[src/rtl/fetch_decode_queue_pkg.sv]
// Shared types and constants for the fetch/decode queue.
package fetch_decode_queue_pkg;

  localparam int WORD_W = 32;

  // sll $0,$0,0 -- what decode sees when nothing real is presented
  localparam logic [WORD_W-1:0] NOP_INSTR = 32'h0000_0000;

  typedef struct packed {
    logic [WORD_W-1:0] instruction;
    logic [WORD_W-1:0] pc_plus_4;
  } fdq_entry_t;

endpackage

[src/rtl/fetch_decode_queue_storage.sv]
// fdq_storage: DEPTH x 64-bit entry array, one sync write port, one async
// read port. Contents are never reset; validity is tracked by the control.
module fdq_storage
  import fetch_decode_queue_pkg::*;
#(
  parameter int DEPTH = 2,
  parameter int PTR_W = $clog2(DEPTH)
) (
  input  logic                  clock,
  input  logic                  wr_en,
  input  logic [PTR_W-1:0]      wr_addr,
  input  logic [2*WORD_W-1:0]   wr_data,
  input  logic [PTR_W-1:0]      rd_addr,
  output logic [2*WORD_W-1:0]   rd_data
);

  fdq_entry_t mem [DEPTH];

  // write the entry at the tail slot
  always_ff @(posedge clock) begin
    if (wr_en) mem[wr_addr] <= wr_data;
  end

  assign rd_data = mem[rd_addr];

endmodule

[src/rtl/fetch_decode_queue.sv]
// fetch_decode_queue: small FIFO of {instruction, pc_plus_4} between fetch
// and decode. Full raises stall_f (registered count only), a taken branch
// in decode (flush_d) empties the queue and drops the incoming entry.
// Optional macro FDQ_BYPASS_EN: when the queue is empty, an offered entry
// is shown to decode in the same cycle and only written if decode stalls.
module fetch_decode_queue
  import fetch_decode_queue_pkg::*;
#(
  parameter int                DEPTH     = 2,
  parameter logic [WORD_W-1:0] NOP_INSTR = fetch_decode_queue_pkg::NOP_INSTR
) (
  input  logic              clock,
  input  logic              reset_n,
  input  logic [WORD_W-1:0] instruction_f,
  input  logic [WORD_W-1:0] pc_plus_4_f,
  input  logic              valid_f,
  output logic              stall_f,
  input  logic              stall_d,
  input  logic              flush_d,
  output logic [WORD_W-1:0] instruction_d,
  output logic [WORD_W-1:0] pc_plus_4_d,
  output logic              valid_d
);

  localparam int PTR_W = $clog2(DEPTH);
  localparam logic [PTR_W:0] FULL_CNT = (PTR_W+1)'(DEPTH);

  logic [PTR_W-1:0] head, tail;
  logic [PTR_W:0]   count;
  logic             has_entry, push, pop, bypass;
  fdq_entry_t       wr_entry, head_entry;

  assign has_entry = (count != '0);
  assign stall_f   = (count == FULL_CNT);

`ifdef FDQ_BYPASS_EN
  // empty queue: show the fetch entry straight through; keep it only if
  // decode cannot take it this cycle
  assign bypass  = reset_n & ~has_entry & valid_f & ~flush_d;
  assign push    = valid_f & ~stall_f & ~flush_d & ~(bypass & ~stall_d);
`else
  assign bypass  = 1'b0;
  assign push    = valid_f & ~stall_f & ~flush_d;
`endif
  assign pop     = has_entry & ~stall_d & ~flush_d;
  assign valid_d = has_entry | bypass;

  assign wr_entry.instruction = instruction_f;
  assign wr_entry.pc_plus_4   = pc_plus_4_f;

  fdq_storage #(.DEPTH(DEPTH), .PTR_W(PTR_W)) u_storage (
    .clock   (clock),
    .wr_en   (push),
    .wr_addr (tail),
    .wr_data (wr_entry),
    .rd_addr (head),
    .rd_data (head_entry)
  );

  // head entry when occupied, bypassed fetch entry when allowed, else NOP
  always_comb begin
    instruction_d = NOP_INSTR;
    pc_plus_4_d   = '0;
    if (has_entry) begin
      instruction_d = head_entry.instruction;
      pc_plus_4_d   = head_entry.pc_plus_4;
    end else if (bypass) begin
      instruction_d = instruction_f;
      pc_plus_4_d   = pc_plus_4_f;
    end
  end

  // pointer/occupancy update; flush wins over push and pop
  always_ff @(posedge clock or negedge reset_n) begin
    if (!reset_n) begin
      head  <= '0;
      tail  <= '0;
      count <= '0;
    end else if (flush_d) begin
      head  <= '0;
      tail  <= '0;
      count <= '0;
    end else begin
      if (push) tail <= tail + 1'b1;
      if (pop)  head <= head + 1'b1;
      case ({push, pop})
        2'b10:   count <= count + 1'b1;
        2'b01:   count <= count - 1'b1;
        default: count <= count;
      endcase
    end
  end

endmodule

[config.mk]
export PLATFORM = sky130hd
export DESIGN_NAME = fetch_decode_queue
export DESIGN_NICKNAME = d
export VERILOG_FILES = /design/src/rtl/fetch_decode_queue_pkg.sv /design/src/rtl/fetch_decode_queue_storage.sv /design/src/rtl/fetch_decode_queue.sv
export SDC_FILE = /design/constraint.sdc
export NUM_CORES = 1
export LEC_CHECK = 0
export CORE_MARGIN = 10
export CORE_UTILIZATION = 45
export DETAILED_ROUTE_END_ITERATION = 12
export GPL_TIMING_DRIVEN = 0
export MAX_ROUTING_LAYER = met4
export PLACE_DENSITY_LB_ADDON = 0.15
export SETUP_SLACK_MARGIN = 0.5
export SYNTH_ARGS = -nofsm -noshare
export SYNTH_HDL_FRONTEND = slang
export SYNTH_SLANG_ARGS = --single-unit
[constraint.sdc]
create_clock -name clock -period 7.6 [get_ports clock]
set_input_delay 1.52 -clock clock [delete_from_list [all_inputs] [get_ports clock]]
set_output_delay 1.52 -clock clock [all_outputs]
set_load 0.05 [all_outputs]
Yosys cells after proc, flatten, opt, wreduce, memory -nomap -nowiden --
Memories as Yosys holds them, arrays and structs flattened. Cells that the tools add are included.
Operators by class: equal/unequal tests 3, add/subtract/negate cells 4, bitwise gates (word level) 7, reduce and logical (&&, ||, !) cells 4, muxes and demuxes 10
Operators with widths (count):
- two-way mux 32 bit | 2
- two-way mux 1 bit | 6
- nonzero test 2 bit | 3
- AND 1 bit | 4
- equality test 2 bit (second input constant) | 2
- case mux 2 bit (2 select lines) | 1
- inverter 1 bit | 3
- nonzero test 3 bit | 1
- adder 1 bit (second input constant) | 2
- adder 2 x 1 -> 2 bit (second input constant) | 1
- equality test 2 x 1 -> 1 bit (second input constant) | 1
- two-way mux 2 bit | 1
- subtractor 2 x 1 -> 2 bit (second input constant) | 1
Word-level totals: word-level logic and storage cells 32, memories kept 1, memory bits (writable) 128, register bits 4, output and inout bits 66, input bits 69
Memory list:
- u_storage.mem | depth 2, width 64, read ports 1, clocked after Yosys merged registers in 0, write ports 1, RTL line fetch_decode_queue_storage.sv:17 | fdq_entry_t mem [DEPTH];

Longest topological paths before layout --
Gate-level depths: netlist of run 1.
word-level depth 7, depth in mapped cells 4, gate-level depth less buffers 4

Modules after synthesis --
A second synthesis of run 1 with hierarchy kept.
Second synthesis, totals: cell total of the unflattened synthesis 297, area, all modules 5591.6 µm²
Modules (own cells, without submodules):
- fdq_storage | cells each 201, instances 1, area an instance 4933.5 µm², seq. area each 3843.7 µm²
- fetch_decode_queue | cells each 96, instances 1, area an instance 658.1 µm², seq. area each 100.1 µm²

Least setup slack after synthesis of run 1 --
No wires, ideal clock.
path type input-to-reg, from input port valid_f, to memory u_storage.mem[1][0] (netlist bit), enable pin, setup time 578 ps, arrival time 6248 ps, stages on the path 2, data required time 7022 ps, buffers on the path 0, setup slack 775 ps, cells stage by stage nand2_1 nor3b_1
On the way: cells in the longest elaborated chain, start to end 4
Ends and longest elaborated chain:
- from (decl) | RTL line fetch_decode_queue.sv:16 | input logic valid_f,
- AND 1 bit (2 in series) | RTL line fetch_decode_queue.sv:43 | assign push = valid_f & ~stall_f & ~flush_d;
- two-way mux 1 bit | RTL line fetch_decode_queue_storage.sv:21 | if (wr_en) mem[wr_addr] <= wr_data;
- two-way mux 1 bit (implied by the code) | RTL line fetch_decode_queue_storage.sv:21
- to (decl) | RTL line fetch_decode_queue_storage.sv:17
No other way between the ends.

Worst setup path after layout of run 1 --
from register count[0], to output port instruction_d[7]
On the way: cells in the longest elaborated chain, start to end 2
Ends and longest elaborated chain:
- from (decl) | RTL line fetch_decode_queue.sv:29 | logic [PTR_W:0] count;
- from (signal assigned) | RTL line fetch_decode_queue.sv:87 | 2'b10: count <= count + 1'b1;
- from (signal assigned) | RTL line fetch_decode_queue.sv:88 | 2'b01: count <= count - 1'b1;
- from (signal assigned) | RTL line fetch_decode_queue.sv:89 | default: count <= count;
- nonzero test 2 bit | RTL line fetch_decode_queue.sv:33 | assign has_entry = (count != '0);
- two-way mux 32 bit | RTL line fetch_decode_queue.sv:64 | if (has_entry) begin
- to (decl) | RTL line fetch_decode_queue.sv:20 | output logic [WORD_W-1:0] instruction_d,
No other way between the ends.

==> impl_metrics.toml, run 1 <==
[cts]
cts_made_buffers = 17
clock-sinks = 132
insertion_delay_ns = 0.51
path_clk_slew_ns = 0.06
cts_setup_buffers = 0
cts_tree = "done"
ctsLongestPathBuffers = 2
cts-hold-fix-buffers = 0
cts_resized = 0
clock-root-buffer = "clkbuf_8"
cts_max_level = 4

[place]
gp_congestion = 0.787
dp_slack_ns = 3.97
port_buffers = 134
dp_hpwl_mm = 7.88
dp.cells = 584
postPlaceCellArea_um2 = 6720

[synthesis]
synth_cells = 297
synth_top_area_share_pct = 76.3
syn_nets = 366
syn_area_um2 = 5040
yosys.area.top_type = "edfxtp_1"
synth.yosys.seq_area_share_pct = 78.3
ys_warn_count = 0
syn_avg_cell_area_um2 = 17.0
post_synth_main_area_contributors = "edfxtp_1, mux2i_1, nor2_1"
ys_ff_latch = 132
yosys.cell_types.count = 20

[cells_and_area]
n_fill_cell = 788
nets = 532
mostFrequentLayoutCell = "clkdlybuf4s50_1"
antenna_cells = 0
final_cell_mix = "clkdlybuf4s50_1, edfxtp_1, nor2_1"
area_delta_synth_final_pct = 44.5
finish.cell_count_without_fillers = 616
drive_above_1_share_pct = 12.8
stdcell_area_um2 = 7280

[route]
route.detailed.drc = 0
viasPerCell = 4.80
drt-initial-drc-count = 109
wl_mm = 10.9
first_pass_iters = 4
drtAntennaViolNets = 0
dr_total_vias = 2959
wire_per_inst_um = 17.7

[pwr]
pwr-share-seq_pct = 45.3
p_sw_uw = 449
p_sw_share_pct = 24.4
power_density_nw_per_um2 = 253
total_power_mw = 1.84
p_leak_nw = 2.46
irDropWorstVdd_mv = 0.160
internal_power_mw = 1.39
pwr-share-comb_pct = 13.7
clkPwrFrac_pct = 41.0

[die]
placementRows = 38
ios = 135
die_width_um = 126
coreArea_um2 = 10900
die_area_um2 = 15800
dieHeight_um = 126
initial_core_util_pct = 46.3

[global_route]
grt_use_total_pct = 14.0
grt-ovfl-total = 0
grt_max_degree = 17
grt_pass1_vias = 3073
grt_first_pass_wirelength_mm = 16.7
antenna_found_initial = 0

[worst_setup_path]
cpPeakStageDelay_ns = 0.72
critical_path_depth = 5
r2r-start = "count[0]"
worstPathRequired_ns = 6.08
critPathTopFamily = "buffers and inverters"
critPathLaunchType = "flip-flop"
worstPathArrival_ns = 2.52
cp-startpoint = "count[0]"
cp_max_fo = 10
r2r-end = "u_storage.mem[1][5]"
ff2ff_path_depth = 5
critPathCapture = "instruction_d[7]"
cp-end-kind = "primary output"
crit_type = "flip-flop to primary output"
cp_cell_sequence = "nor2_1, buf_2, buf_2, nor2_1, clkdlybuf4s50_1"
timing.critical_path.buf_inv = 3
critPathSlowestCell = "clkdlybuf4s50_1"
rrSetupSlack_ns = 5.57

[sta]
fin_hold_ws_ns = 0.590
timing.fmax_ghz = 0.248
setup_viol = 0
relSlewSlack_pct = 49.9
period_needed_ns = 4.04
drv_slew = 0
finalHoldViolations = 0
fin_ws_ns = 3.56
tightest_slew_ns = 0.748
rsz0062_at_grt = "no"
fin_crit_sh_pct = 53.1
fin_skew_ns = 0.00636

[hold_path]
hp-class = "flip-flop to flip-flop"
hold_depth = 2

[outcome]
status = "finished clean"

[flow_run]
maxCapViolations = 0
-- per-layer routing --
| layer | vias to the layer above | wire length (µm) | track usage, % | share of wire, % |
|---|---|---|---|---|
| li1 | 1444 | - | - | - |
| met1 | 1419 | 4580 | 15.5 | 42 |
| met2 | 85 | 5650 | 23.1 | 52 |
| met3 | 11 | 516 | 4.78 | 4.7 |
| met4 | 0 | 137 | 4.82 | 1.3 |
| met5 | - | 0 | - | 0 |
-- registers in the layout (all words and copies together) (netlist names) --
signal	cells
count	2
head	1
tail	1
u_storage.mem	128
-- power by group through the flow --
stage | Clock, mW | Sequential [mW] | Combinational [mW]
3_5_place_dp | 0 | 0.849 | 0.254
3_3_place_gp | 0 | 0.854 | 0.243
6_report | 0.755 | 0.834 | 0.251
2_1_floorplan | 0 | 0.851 | 0.143
5_1_grt | 0.810 | 0.836 | 0.266
4_1_cts | 0.767 | 0.834 | 0.255
-- logic make-up (layout without fill, tap and decap cells) --
family / after synthesis / after routing / share of synthesized area [%]
AND/OR/NAND/NOR: 75 / 75 / 6.04
buffers and inverters: 17 / 196 / 1.89
AO/OA/AOI/OAI: 9 / 9 / 1.04
flip-flops: 132 / 132 / 78.3
multiplexers: 64 / 64 / 12.7
-- cell usage after synthesis --
cell / count
edfxtp_1: 128
nor2_1: 65
mux2i_1: 64
buf_2: 7
buf_4: 6
a21oi_1: 4
dfrtp_1: 4
nand2_1: 3
o21ai_0: 3
inv_1: 2
or3_1: 2
a21o_1: 1
and3b_2: 1
clkbuf_1: 1
inv_2: 1
nand2b_2: 1
nand3_1: 1
nor3_1: 1
nor3b_1: 1
o22a_2: 1
-- metrics by stage --
stage          utilization, %  setup TNS, ns
5_1_grt                  66.8              0
3_3_place_gp             60.2        -315.68
4_1_cts                  66.8              0
2_1_floorplan               -              0
6_report                 66.8              0
3_5_place_dp             61.7              0
-- worst register-to-register path: cells and delay by family (launching register included) --
| family | cells | cell delay [ns] |
|---|---|---|
| simple gates | 3 | 0.92 |
| buf+inv | 2 | 0.42 |
| flops | 1 | 0.39 |
-- area by class of cell --
cell class | instances | area, µm² | area share [%]
inverter | 3 | 11.3 | 0.155
clock inverter | 14 | 139 | 1.91
timing repair buffer | 147 | 1500 | 20.6
buffer | 14 | 83.8 | 1.15
tap | 140 | 175 | 2.41
clock buffer | 18 | 418 | 5.74
sequential | 132 | 3940 | 54.2
multi-input combinational | 148 | 1010 | 13.8
-- how the worst min path moves through the flow --
stage                     from   end  slack, ns
after floorplan           head  head       0.52
after global placement    head  head       0.55
after detailed placement  head  head       0.58
after CTS                 head  head       0.60
after global routing      tail  tail       0.63
final                     head  head       0.59
(Power assumes the default switching activity.)
==> run 2: changes to the inputs <==
- clock period: 7.6 -> 3.9 ns (I/O delays scaled with it)
==> run 2 against run 1 <==
Compared with the run above:
- clock skew up 0.0013 ns
- critical path depth unchanged
- worst hold slack worse by 0.11 ns
- combinational power up 96%
- cell area up 2.2%
- global-route usage up 0.27 points
- non-clock buffer count down 5
- die area unchanged
- first-iteration DRC count up 5.5%
- clock-buffer cell count up 1
==> impl_metrics.toml, run 2 (synthesis gave the netlist of run 1 again) <==
[cts]
clock-sinks = 132
path_clk_slew_ns = 0.06
cts_tree = "done"
insertion_delay_ns = 0.51
clock-root-buffer = "clkbuf_8"
cts_max_level = 4
cts_setup_buffers = 0
ctsLongestPathBuffers = 2
cts_resized = 0
cts_made_buffers = 17
cts-hold-fix-buffers = 0

[die]
coreArea_um2 = 10900
die_area_um2 = 15800
ios = 135
initial_core_util_pct = 46.3
dieHeight_um = 126
placementRows = 38
die_width_um = 126

[cells_and_area]
largest-register = "u_storage.mem"
area_delta_synth_final_pct = 47.7
largest_register_ffs = 128
finish.cell_count_without_fillers = 610
antenna_cells = 0
reg_top3 = "u_storage.mem (128), count (2)"
nets = 527
mostFrequentLayoutCell = "edfxtp_1"
final_cell_mix = "edfxtp_1, clkdlybuf4s50_1, nor2_1"
drive_above_1_share_pct = 11.3

[place]
dp.cells = 579
gp_congestion = 0.769
port_buffers = 134
dp_slack_ns = 0.874
dp_hpwl_mm = 7.94

[hold_path]
hp-class = "input port to asynchronous set/reset pin"

[worst_setup_path]
cpPeakStageDelay_ns = 0.71
cp_cell_sequence = "nor2_1, buf_2, buf_2, nor2_1, clkdlybuf4s50_1"
rrSetupSlack_ns = 1.73
critPathCapture = "pc_plus_4_d[13]"
critPathLaunchType = "flip-flop"
cp-end-kind = "primary output"
critPathTopFamily = "buffers and inverters"
critPathSlowestCell = "clkdlybuf4s50_1"
timing.critical_path.buf_inv = 3
crit_type = "flip-flop to primary output"
critical_path_depth = 5
r2r-start = "count[0]"
worstPathRequired_ns = 3.12
ff2ff_path_depth = 5
r2r-end = "u_storage.mem[1][61]"
cp-startpoint = "count[0]"
worstPathArrival_ns = 2.43
cp_max_fo = 10

[route]
drtAntennaViolNets = 0
drt-initial-drc-count = 115
dr_total_vias = 2964
wire_per_inst_um = 18.2
first_pass_iters = 5
wl_mm = 11.1
route.detailed.drc = 0
viasPerCell = 4.86

[sta]
drv_slew = 0
fin_ws_ns = 0.693
relSlewSlack_pct = 42.7
tightest_slew_ns = 0.858
finalHoldViolations = 0
fin_hold_ws_ns = 0.481
setup_viol = 0
fin_skew_ns = 0.00768
timing.fmax_ghz = 0.312
rsz0062_at_grt = "no"
period_needed_ns = 3.21
fin_crit_sh_pct = 82.2
setup_tns_ns = 0

[global_route]
antenna_found_initial = 0
grt-ovfl-total = 0
grt_pass1_vias = 3144
grt_use_total_pct = 14.3
grt_max_degree = 18
grt_first_pass_wirelength_mm = 16.9

[flow_run]
maxCapViolations = 0

[pwr]
total_power_mw = 3.62
irDropWorstVdd_mv = 0.279
p_leak_nw = 3.23
power_density_nw_per_um2 = 487

[outcome]
status = "finished clean"
-- run 2: cell count changes in the layout (fill, tap and decap cells not counted), sizes merged --
cell	delta
clkinvlp	-1
buf	-5
bufinv	+1
clkinv	-2
clkdlybuf4s50	-47
clkbuf	+1
dlymetal6s2s	+47
-- run 2: through the flow --
stage               cell area, µm²  util [%]
detailed placement            6760      62.1
global placement              6580      60.4
floorplan                     5060         -
CTS                           7320      67.2
global route                  7440      68.3
finish                        7440      68.3
-- run 2: final cells by class --
type	instances	area, µm²
repair buffers	142	1640
fillers	764	3450
inverters	3	11.3
multi-input cells	148	1020
clock buffers	19	422
well taps	140	175
clock inverters	12	139
flip-flops and latches	132	3940
plain buffers	14	83.8
-- run 2: worst min path at each step --
stage,startpoint,to,slack [ns],depth (start not counted)
floorplan,reset_n,count[0],0.48,0
global placement,head,head,0.54,2
detailed placement,head,head,0.55,2
CTS,reset_n,head,0.47,1
global route,reset_n,head,0.47,1
finish,reset_n,head,0.48,1
-- run 2: where the power goes --
part | internal [mW] | total, mW | leakage, nW | switching (mW)
sequential | 1.61 | 1.63 | 1.23 | 0.0131
clock | 0.958 | 1.51 | 0.266 | 0.548
combinational | 0.198 | 0.493 | 1.73 | 0.295
total | 2.77 | 3.62 | 3.23 | 0.855
-- run 2: layer usage --
| metal | track usage (%) | up-vias | routed length, µm |
|---|---|---|---|
| met3 | 4.91 | 10 | 521 |
| met2 | 23.7 | 84 | 5800 |
| li1 | - | 1433 | - |
| met1 | 15.5 | 1437 | 4630 |
| met4 | 5.43 | 0 | 154 |
| met5 | - | - | 0 |
==> run 3: changes to the inputs <==
- clock period: 3.9 -> 3.2 ns (I/O delays scaled with it)
==> run 3 against run 2 <==
Compared with the run above:
- clock skew rose by 0.0034 ns
- combinational power rose by 20%
- cell area fell by 0.87%
- total power rose by 23%
- via count barely moved
- sequential share of layout area rose by 0.47 points
- cell count rose by 0.33%
- setup slack got worse by 0.12 ns
- sequential power rose by 21%
- global-route usage barely moved
- clock-buffer cell count did not move
- critical endpoint is now instruction_d[10]
- highest routed layer unchanged
==> impl_metrics.toml, run 3 (synthesis gave the netlist of run 1 again) <==
[outcome]
status = "finished clean"

[die]
die_width_um = 126
die_area_um2 = 15800
placementRows = 38
dieHeight_um = 126
coreArea_um2 = 10900
ios = 135
initial_core_util_pct = 46.3

[pwr]
pwr-share-comb_pct = 13.3
p_leak_nw = 2.58
p_sw_share_pct = 24.1
total_power_mw = 4.45
p_sw_mw = 1.07
power_density_nw_per_um2 = 604
irDropWorstVdd_mv = 0.363
clkPwrFrac_pct = 42.2
pwr-share-seq_pct = 44.5
internal_power_mw = 3.38

[sta]
timing.fmax_ghz = 0.380
fin_crit_sh_pct = 82.2
fin_ws_ns = 0.570
setup_tns_ns = 0
period_needed_ns = 2.63
drv_slew = 0
fin_hold_ws_ns = 0.334
fin_skew_ns = 0.0111
rsz0062_at_grt = "yes"
relSlewSlack_pct = 50.7
tightest_slew_ns = 0.737
finalHoldViolations = 0
setup_viol = 0

[flow_run]
maxCapViolations = 0

[route]
wl_mm = 11.1
drtAntennaViolNets = 0
viasPerCell = 4.85
dr_total_vias = 2966
drt-initial-drc-count = 184
first_pass_iters = 6
wire_per_inst_um = 18.1
route.detailed.drc = 0

[cells_and_area]
area_delta_synth_final_pct = 46.4
antenna_cells = 0
drive_above_1_share_pct = 23.9
final_cell_mix = "edfxtp_1, clkdlybuf4s50_1, mux2i_1, nor2_1, clkdlybuf4s15_2"
fin_util_pct = 67.7
largest-register = "u_storage.mem"
nets = 528
mostFrequentLayoutCell = "edfxtp_1"
reg_top3 = "u_storage.mem (128), count (2)"
largest_register_ffs = 128

[hold_path]
hp-class = "input port to asynchronous set/reset pin"

[worst_setup_path]
cpMostUsedCell = "buf_4"
cp_cell_sequence = "buf_4, buf_4, mux2i_1, nor2_1, clkdlybuf4s15_2"
crit_type = "flip-flop to primary output"
cp_max_fo = 10
cpPeakStageDelay_ns = 0.36
cp-end-kind = "primary output"
worstPathRequired_ns = 2.56
worstPathArrival_ns = 1.99
critPathLaunchType = "flip-flop"
critPathSlowestCell = "dfrtp_1"

[cts]
ctsLongestPathBuffers = 2
clock-root-buffer = "clkbuf_8"
cts_tree = "done"
cts-hold-fix-buffers = 0
cts_setup_buffers = 0
insertion_delay_ns = 0.52
cts_made_buffers = 17
cts_max_level = 4
clock-sinks = 132
path_clk_slew_ns = 0.06

[place]
port_buffers = 134
dp_hpwl_mm = 7.88
gp_congestion = 0.848
dp_slack_ns = 0.359

[global_route]
grt-ovfl-total = 0
grt_max_degree = 20
grt_first_pass_wirelength_mm = 17.0
grt_use_total_pct = 14.2
antenna_found_initial = 0
grt_pass1_vias = 3156
==> run 3: timing repair <==
action | 4_1_cts | 5_1_grt
setup endpoints to repair | 65 | 60
pin swaps | 0 | 0
gates resized for setup | 171 | 28
==> run 3: metal layers <==
layer,vias up,GRT usage (%),part of all wire (%)
met2,86,23.5,52
met3,12,4.70,5.0
met5,-,-,0
li1,1433,-,-
met1,1435,15.5,41
met4,0,5.96,1.4
==> run 3: metrics by stage <==
stage,cell area (µm²),std cells
after floorplan,5070,297
after global placement,6590,571
after detailed placement,6790,580
after CTS,7420,612
after global routing,7370,612
final,7370,612
==> run 3: final timing paths <==
path	slack, ns	depth (start not counted)	to	startpoint
setup / recovery	0.57	5	instruction_d[10]	head
hold / removal	0.33	1	count[0]	reset_n
setup reg to reg	1.04	6	u_storage.mem[0][15]	count[0]
hold reg to reg	0.58	2	head	head
max in group asynchronous	2.67	1	head	reset_n
min in group clock	0.58	2	head	head
==> run 3: final cells by class <==
cell class	instances	area, µm²
Fill cell	795	3520
Clock inverter	13	160
Multi-Input combinational cell	148	1040
Timing Repair Buffer	143	1520
Sequential cell	132	3940
Buffer	14	100
Inverter	3	11.3
Tap cell	140	175
Clock buffer	19	422
==> run 3: power by group through the flow <==
stage | registers, mW | logic, mW | clock network (mW)
after floorplan | 2.02 | 0.343 | 0
after global placement | 2.02 | 0.583 | 0
after global routing | 1.98 | 0.625 | 2.00
after CTS | 1.98 | 0.602 | 1.92
after detailed placement | 2.02 | 0.617 | 0
final | 1.98 | 0.591 | 1.88
==> run 3: worst max-delay path: cells and delay by family (launching register included) <==
kind	cells	cell delay, ns
DFF	1	0.36
and+or+nand+nor	1	0.06
muxes	1	0.25
buffers and inverters	3	0.80
